## src/rtl/serial_add_pkg.sv

```systemverilog
// Shared types and limits for the bit-serial adder controller.
package serial_add_pkg;

  typedef enum logic [1:0] {
    IDLE = 2'd0,
    RUN  = 2'd1,
    DONE = 2'd2
  } state_t;

  localparam int MAX_WIDTH = 32;

endpackage

```

## src/rtl/fa_cell.sv

```systemverilog
// One-bit full adder cell shared across every bit position of the serial adder.
module fa_cell (
  input  logic a,
  input  logic b,
  input  logic cin,
  output logic sout,
  output logic cout
);

  logic s1, c1, c2;

  half_adder u_ha0 (.a(a),  .b(b),   .s(s1),   .c(c1));
  half_adder u_ha1 (.a(s1), .b(cin), .s(sout), .c(c2));

  // Only one half adder can carry at a time, so OR gives the majority.
  assign cout = c1 | c2;

endmodule

```

## src/rtl/half_adder.sv

```systemverilog
// Single-bit half adder; two of these plus an OR make the full-adder cell.
module half_adder (
  input  logic a,
  input  logic b,
  output logic s,
  output logic c
);

  assign s = a ^ b;
  assign c = a & b;

endmodule

```

## src/rtl/serial_add_ctrl.sv

```systemverilog
// Bit-serial adder: one fa_cell walks both operands LSB first, one bit per clock,
// behind a valid/ready front end; result is held until the next addition finishes.
module serial_add_ctrl
  import serial_add_pkg::*;
#(
  parameter int WIDTH = 8
) (
  input  logic             clk,
  input  logic             rst,
  input  logic             in_valid,
  output logic             in_ready,
  input  logic [WIDTH-1:0] a,
  input  logic [WIDTH-1:0] b,
  output logic [WIDTH-1:0] sum,
  output logic             cout,
  output logic             busy,
  output logic             done
);

  localparam int CNT_W = $clog2(WIDTH + 1);
  localparam logic [CNT_W-1:0] LAST = CNT_W'(WIDTH - 1);

  if (WIDTH < 1 || WIDTH > MAX_WIDTH) begin : g_width_check
    $error("serial_add_ctrl: WIDTH out of range");
  end

  state_t           state, state_nxt;
  logic [WIDTH-1:0] a_sh, b_sh, r_sh, r_nxt;
  logic [CNT_W-1:0] cnt;
  logic             carry, s, c;
  logic             accept, last_bit;

  fa_cell u_cell (.a(a_sh[0]), .b(b_sh[0]), .cin(carry), .sout(s), .cout(c));

  // A 1-bit result has no upper bits to shift down, so it is just the cell sum.
  if (WIDTH == 1) begin : g_r1
    assign r_nxt = s;
  end else begin : g_rn
    assign r_nxt = {s, r_sh[WIDTH-1:1]};
  end

  assign accept   = in_valid & in_ready;
  assign last_bit = (state == RUN) && (cnt == LAST);

  always_ff @(posedge clk) begin
    if (rst) state <= IDLE;
    else     state <= state_nxt;
  end

  always_comb begin
    state_nxt = state;
    case (state)
      IDLE:    if (accept)   state_nxt = RUN;
      RUN:     if (last_bit) state_nxt = DONE;
      DONE:    state_nxt = IDLE;
      default: state_nxt = IDLE;
    endcase
  end

  always_comb begin
    in_ready = (state == IDLE);
    busy     = (state == RUN) || (state == DONE);
    done     = (state == DONE);
  end

  // sum/cout only move on the final RUN edge, so consumers see a stable result.
  always_ff @(posedge clk) begin
    if (rst) begin
      a_sh  <= '0;
      b_sh  <= '0;
      r_sh  <= '0;
      carry <= 1'b0;
      cnt   <= '0;
      sum   <= '0;
      cout  <= 1'b0;
    end else if (accept) begin
      a_sh  <= a;
      b_sh  <= b;
      r_sh  <= '0;
      carry <= 1'b0;
      cnt   <= '0;
    end else if (state == RUN) begin
      a_sh  <= a_sh >> 1;
      b_sh  <= b_sh >> 1;
      r_sh  <= r_nxt;
      carry <= c;
      cnt   <= cnt + CNT_W'(1);
      if (last_bit) begin
        sum  <= r_nxt;
        cout <= c;
      end
    end
  end

endmodule

```

## config.mk

```make
export PLATFORM = sky130hd
export DESIGN_NAME = serial_add_ctrl
export DESIGN_NICKNAME = d
export VERILOG_FILES = /design/src/rtl/serial_add_pkg.sv /design/src/rtl/fa_cell.sv /design/src/rtl/half_adder.sv /design/src/rtl/serial_add_ctrl.sv
export SDC_FILE = /design/constraint.sdc
export NUM_CORES = 1
export LEC_CHECK = 0
export CELL_PAD_IN_SITES_DETAIL_PLACEMENT = 0
export CELL_PAD_IN_SITES_GLOBAL_PLACEMENT = 1
export CORE_MARGIN = 3
export CORE_UTILIZATION = 41
export DETAILED_ROUTE_END_ITERATION = 10
export GPL_ROUTABILITY_DRIVEN = 0
export PLACE_DENSITY = 0.83
export SLEW_MARGIN = 10
export SYNTH_ARGS = -nofsm -noshare
export SYNTH_HDL_FRONTEND = slang
export SYNTH_SLANG_ARGS = --single-unit
export TNS_END_PERCENT = 1
```

## constraint.sdc

```tcl
create_clock -name clk -period 1.4 [get_ports clk]
set_input_delay 0.21 -clock clk [delete_from_list [all_inputs] [get_ports clk]]
set_output_delay 0.21 -clock clk [all_outputs]
set_load 0.05 [all_outputs]
```

; After elaboration in Yosys (flattened, before gate mapping)
; Index checks and enable logic that the tools add are counted.
[op_classes]
add_sub_neg = 1
eq_ne = 5
n_mux = 7
n_bitwise = 7
reduce_logical = 7
[op_table]
columns = op, n
row1 = $mux 8, 4
row2 = $add 4x1->4 const B, 1
row3 = $eq 4x3->1 const B, 1
row4 = $mux 2, 2
row5 = $pmux 2 s2, 1
row6 = $and 1x1->1, 3
row7 = $reduce_and 3->1, 1
row8 = $eq 2x1->1 const B, 1
row9 = $eq 2x2->1 const B, 1
row10 = $logic_not 2->1, 1
row11 = $ne 2x1->1 const B, 1
row12 = $ne 2x2->1 const B, 1
row13 = $reduce_and 2->1, 1
row14 = $reduce_bool 2->1, 1
row15 = $reduce_or 2->1, 1
row16 = $xor 1x1->1, 2
row17 = $logic_and 1x1->1, 1
row18 = $logic_or 1x1->1, 1
row19 = $not 1->1, 1
row20 = $or 1x1->1, 1
[word_totals]
register_bits = 40
input_bits = 19
out_inout_bits = 12
word_cells = 35

; Logic depth before layout (Yosys ltp)
[logic_depth]
ltp_word = 4
ltp_mapped = 6
mapped_depth_nobuf = 5

; Hierarchy
; From an unflattened synthesis, not the netlist that was laid out.
[unflattened]
hier_cells = 176
hier_area_um2 = 1874.3
[by_module_without_submodules]
columns = mod, instances, cells_each, area_per_inst_um2, seq_area_each_um2
row1 = serial_add_ctrl, 1, 173, 1843.0, 780.7
row2 = half_adder, 2, 1, 12.5, 0.0
row3 = fa_cell, 1, 1, 6.3, 0.0

; Worst setup path after synthesis
; OpenSTA, ideal clock, no wires.
[synth_path]
path_type = register -> register
from = register state[0]
to = register a_sh[3]
setup_ns = 0.124
arrival_time_ns = 1.522
required_ns = 1.276
slack_ns = -0.246
path_stages_with_launch = 7
path_buffers = 1
period_less_slack_ns = 1.646
path_cell_list = dfxtp_1 -> inv_1 -> ha_1 -> nand2_1 -> buf_4 -> nor2_1 -> a211oi_2
[synth_via]
elab_chain_cells = 3
elab_cells_between_ends = 5
cone_classes = eq/ne: 1 / mux: 1 / bitwise: 1 / reduce/logical: 2
[synth_rtl]
columns = element, line
row1 = from (decl), serial_add_ctrl.sv:27  ; state_t state, state_nxt;
row2 = from (signal assigned), serial_add_ctrl.sv:47  ; else state <= state_nxt;
row3 = $logic_not 2->1 *, serial_add_ctrl.sv:61  ; in_ready = (state == IDLE);
row4 = named net in_ready, serial_add_ctrl.sv:11  ; output logic in_ready,
row5 = $and 1x1->1 *, serial_add_ctrl.sv:42  ; assign accept = in_valid & in_ready;
row6 = $mux 8 / $reduce_bool 2->1 (equally long branches), n/a
row7 = to (signal assigned), serial_add_ctrl.sv:83  ; a_sh <= a_sh >> 1;
row8 = to (decl), serial_add_ctrl.sv:28  ; logic [WIDTH-1:0] a_sh, b_sh, r_sh, r_nxt;
; The timed path passes the listed nets; every way through them passes the cells marked *.
; A chain may end at the register's enable or synchronous reset.

; Worst setup path in the final report
[layout_path]
from = register state[1]
to = output port busy
[layout_via]
elab_chain_cells = 2
elab_cells_between_ends = 3
cone_classes = eq/ne: 2 / reduce/logical: 1
[layout_rtl]
columns = element, line
row1 = $eq 2x1->1 / $eq 2x2->1 (equally long branches), serial_add_ctrl.sv:62  ; busy = (state == RUN) || (state == DONE);
row2 = $logic_or 1x1->1 *, serial_add_ctrl.sv:62
row3 = to (decl), serial_add_ctrl.sv:16  ; output logic busy,
; Mark *: on every way between the ends. The rest lies on a longest branch, timed or not.

==> impl_metrics.toml <==
[finish]
regArea_um2 = 785
fin_nets = 236
n_antenna_cell = 0
final_design_area_no_fill_um2 = 2540
fillers = 326
multi_input_area_um2 = 995
areaGrowthSynthToFinish_pct = 36.4
drive_gt1_frac = 0.246

[clocking]
cts_root_buf = "clkbuf_8"
cts_buffer_depth = 2
insertion_delay_ns = 0.29
cts_tree = "built"
htree_levels = 2
clk_pin_slew_worst_paths_ns = 0.07
cts.sinks = 39
cts_setup_buffers = 0
numCtsBuffers = 5

[floorplan]
die-height_um = 73.4
dieArea_um2 = 5390
rows = 23
initial_core_util = 0.443
die_w_um = 73.4
io_pins = 31
core-area_um2 = 4200

[grt]
grt_usage = 0.129
grt_max_degree = 31
overflow = 0
antenna_found_initial = 0
grt_pass1_vias = 1281
grt_pass1_wl_mm = 5.31

[power_and_ir_drop]
power.density_nw_per_um2 = 1550
clock_power_share = 0.242
p_sw_mw = 1.27
internal_power_mw = 2.68
p_leak_nw = 0.920
ir_worst_vdd_v = 0.000656
sw_frac_of_total = 0.322
combPwrFrac = 0.405
seq_power_share = 0.353

[synthesis]
synth_area_leaders = "dfxtp_1 (42%), mux2i_1 (18%), a211oi_2 (9.4%)"
yosys.area_share.simple = 0.163
yosysTopAreaCellShare = 0.419
yosys.area_share.xor_xnor = 0.0141
yosysUniqueCellTypes = 23
yosys-top-cells-count = "dfxtp_1 (39), mux2i_1 (34), nor2_1 (26), nand2b_1 (23), a211oi_2 (14)"
synth_area_leader_cell = "dfxtp_1"
synth_edf_count = 0
synthMuxAreaShare = 0.183
ys_ff_latch = 39
synth_most_common_cell = "dfxtp_1"
synth_top_family_by_area = "multiplexers"
async_flop_share = 0
syn_area_per_cell_um2 = 10.7
syn_nets = 200
synth-compound-area-share = 0.109
synth_ff_type = "dfxtp_1"
ys_seq_area_frac = 0.419
syn_inst = 174
synth_area_um2 = 1860
synthAdderAreaFrac = 0.0510
yosysWarnings = 0

[routing]
drt_iter0_markers = 34
viasPerCell = 4.94
avgRoutedWirePerCell_um = 12.6
num_vias = 1290
drc = 0
drtPass1Iterations = 4
ant_nets = 0
wl_mm = 3.28

[timing]
finalHoldViolCount = 0
final.min_clock_period_ns = 1.37
fin_crit_sh = 0.981
rsz0062_at_grt = "true"
setup_violations = 0
slew_violations = 0
fin_tns_setup_ns = 0
worstMarginPinSlew_ns = 0.186
fmax_mhz = 728
fin_skew_ns = 0.00632
relSlewSlack = 0.872

[run_status]
status = "complete, no violations"

[critical_path]
path_class = "reg2out"
cp-end-kind = "primary output"
cp-start-kind = "flip-flop"
arrival_ns = 1.16
worstPathRequired_ns = 1.19
r2r_slack_ns = 0.04
cp_max_fo = 3

[placement]
placed_area_um2 = 2380
hpwl_mm = 2.40
io_buffers = 30

[job]
drv_cap = 0

[min_path]
min_path_type = "reg2reg"
[routing by layer]
metal / track usage / wire length (µm) / up-vias / part of all wire
met1: 0.146 / 1480 / 602 / 0.45
li1: - / - / 661 / -
met3: 0.0356 / 134 / 7 / 0.041
met5: 0 / 0 / - / 0
met4: 0.0845 / 82 / 0 / 0.025
met2: 0.213 / 1590 / 20 / 0.48
[final cells by class]
type / count / area share
Sequential cell: 39 / 0.309
Clock inverter: 2 / 0.0138
Timing Repair Buffer: 41 / 0.226
Multi-Input combinational cell: 121 / 0.391
Tap cell: 50 / 0.0246
Inverter: 2 / 0.00295
Clock buffer: 6 / 0.0325
[worst paths after layout]
check / startpoint / endpoint / cells past startpoint
max: state[1] / busy / 3
min reg2reg: r_sh[1] / sum[0] / 2
min: r_sh[1] / sum[0] / 2
max reg2reg: state[1] / cout / 6
[repair_timing]
| action | CTS | global route |
|---|---|---|
| gates cloned | 0 | 1 |
| hold buffers | 0 | 0 |
| endpoints found under the setup margin | 19 | 30 |
| resized for setup | 1 | 6 |
[power groups by stage]
stage	sequential (mW)	clock [mW]	combinational (mW)
after CTS	1.39	0.987	1.54
final	1.40	0.954	1.60
after floorplan	1.38	0	1.20
after detailed placement	1.41	0	1.54
after global placement	1.40	0	1.50
after global routing	1.42	1.02	1.72
[logic make-up after synthesis]
group / after synthesis
XOR/XNOR: 3
adder cells (fa/ha/maj): 7
AND/OR/NAND/NOR: 59
flip-flops: 39
buffers and inverters: 14
AO/OA/AOI/OAI: 18
multiplexers: 34
[sequential cells by signal (all words and copies together) (netlist names)]
| signal | flops |
|---|---|
| cnt | 4 |
| a_sh | 8 |
| sum | 8 |
| state | 2 |
| r_sh | 7 |
| b_sh | 8 |
| carry | 1 |
| cout | 1 |
[cell usage in the layout (no fill, tap or decap), drive strengths merged]
cell type	synthesis	layout
a211oi	14	14
nand4b	1	1
fa	1	1
xnor2	1	1
nor2	26	26
inv	2	2
dfxtp	39	39
a21oi	4	4
mux2i	34	34
clkbuf	1	7
clkinv	0	1
xor2	2	2
nand3b	3	3
nand2b	23	23
nand3	2	2
nand4	1	1
buf	11	22
clkdlybuf4s50	0	18
nand2	2	2
ha	6	6
bufinv	0	1
nor2b	1	1
[through the flow]
stage                     hold WS [ns]  total power, mW  cells   util  setup slack (ns)
final                            0.494             3.95    261  0.605            0.0262
after global routing             0.514             4.16    261  0.605           -0.0361
after CTS                        0.492             3.91    260  0.594           -0.0130
after detailed placement         0.485             2.95    252  0.566           -0.0351
after global placement           0.470             2.90    252  0.566            0.0287
after floorplan                  0.372             2.58    174      -            0.0997
[critical path, stage by stage, from the launching register on]
cell	delay [ns]
dfxtp_1	0.33
inv_1	0.11
ha_4	0.30
buf_12	0.13
No activity file was read; power rests on OpenSTA's default activity.
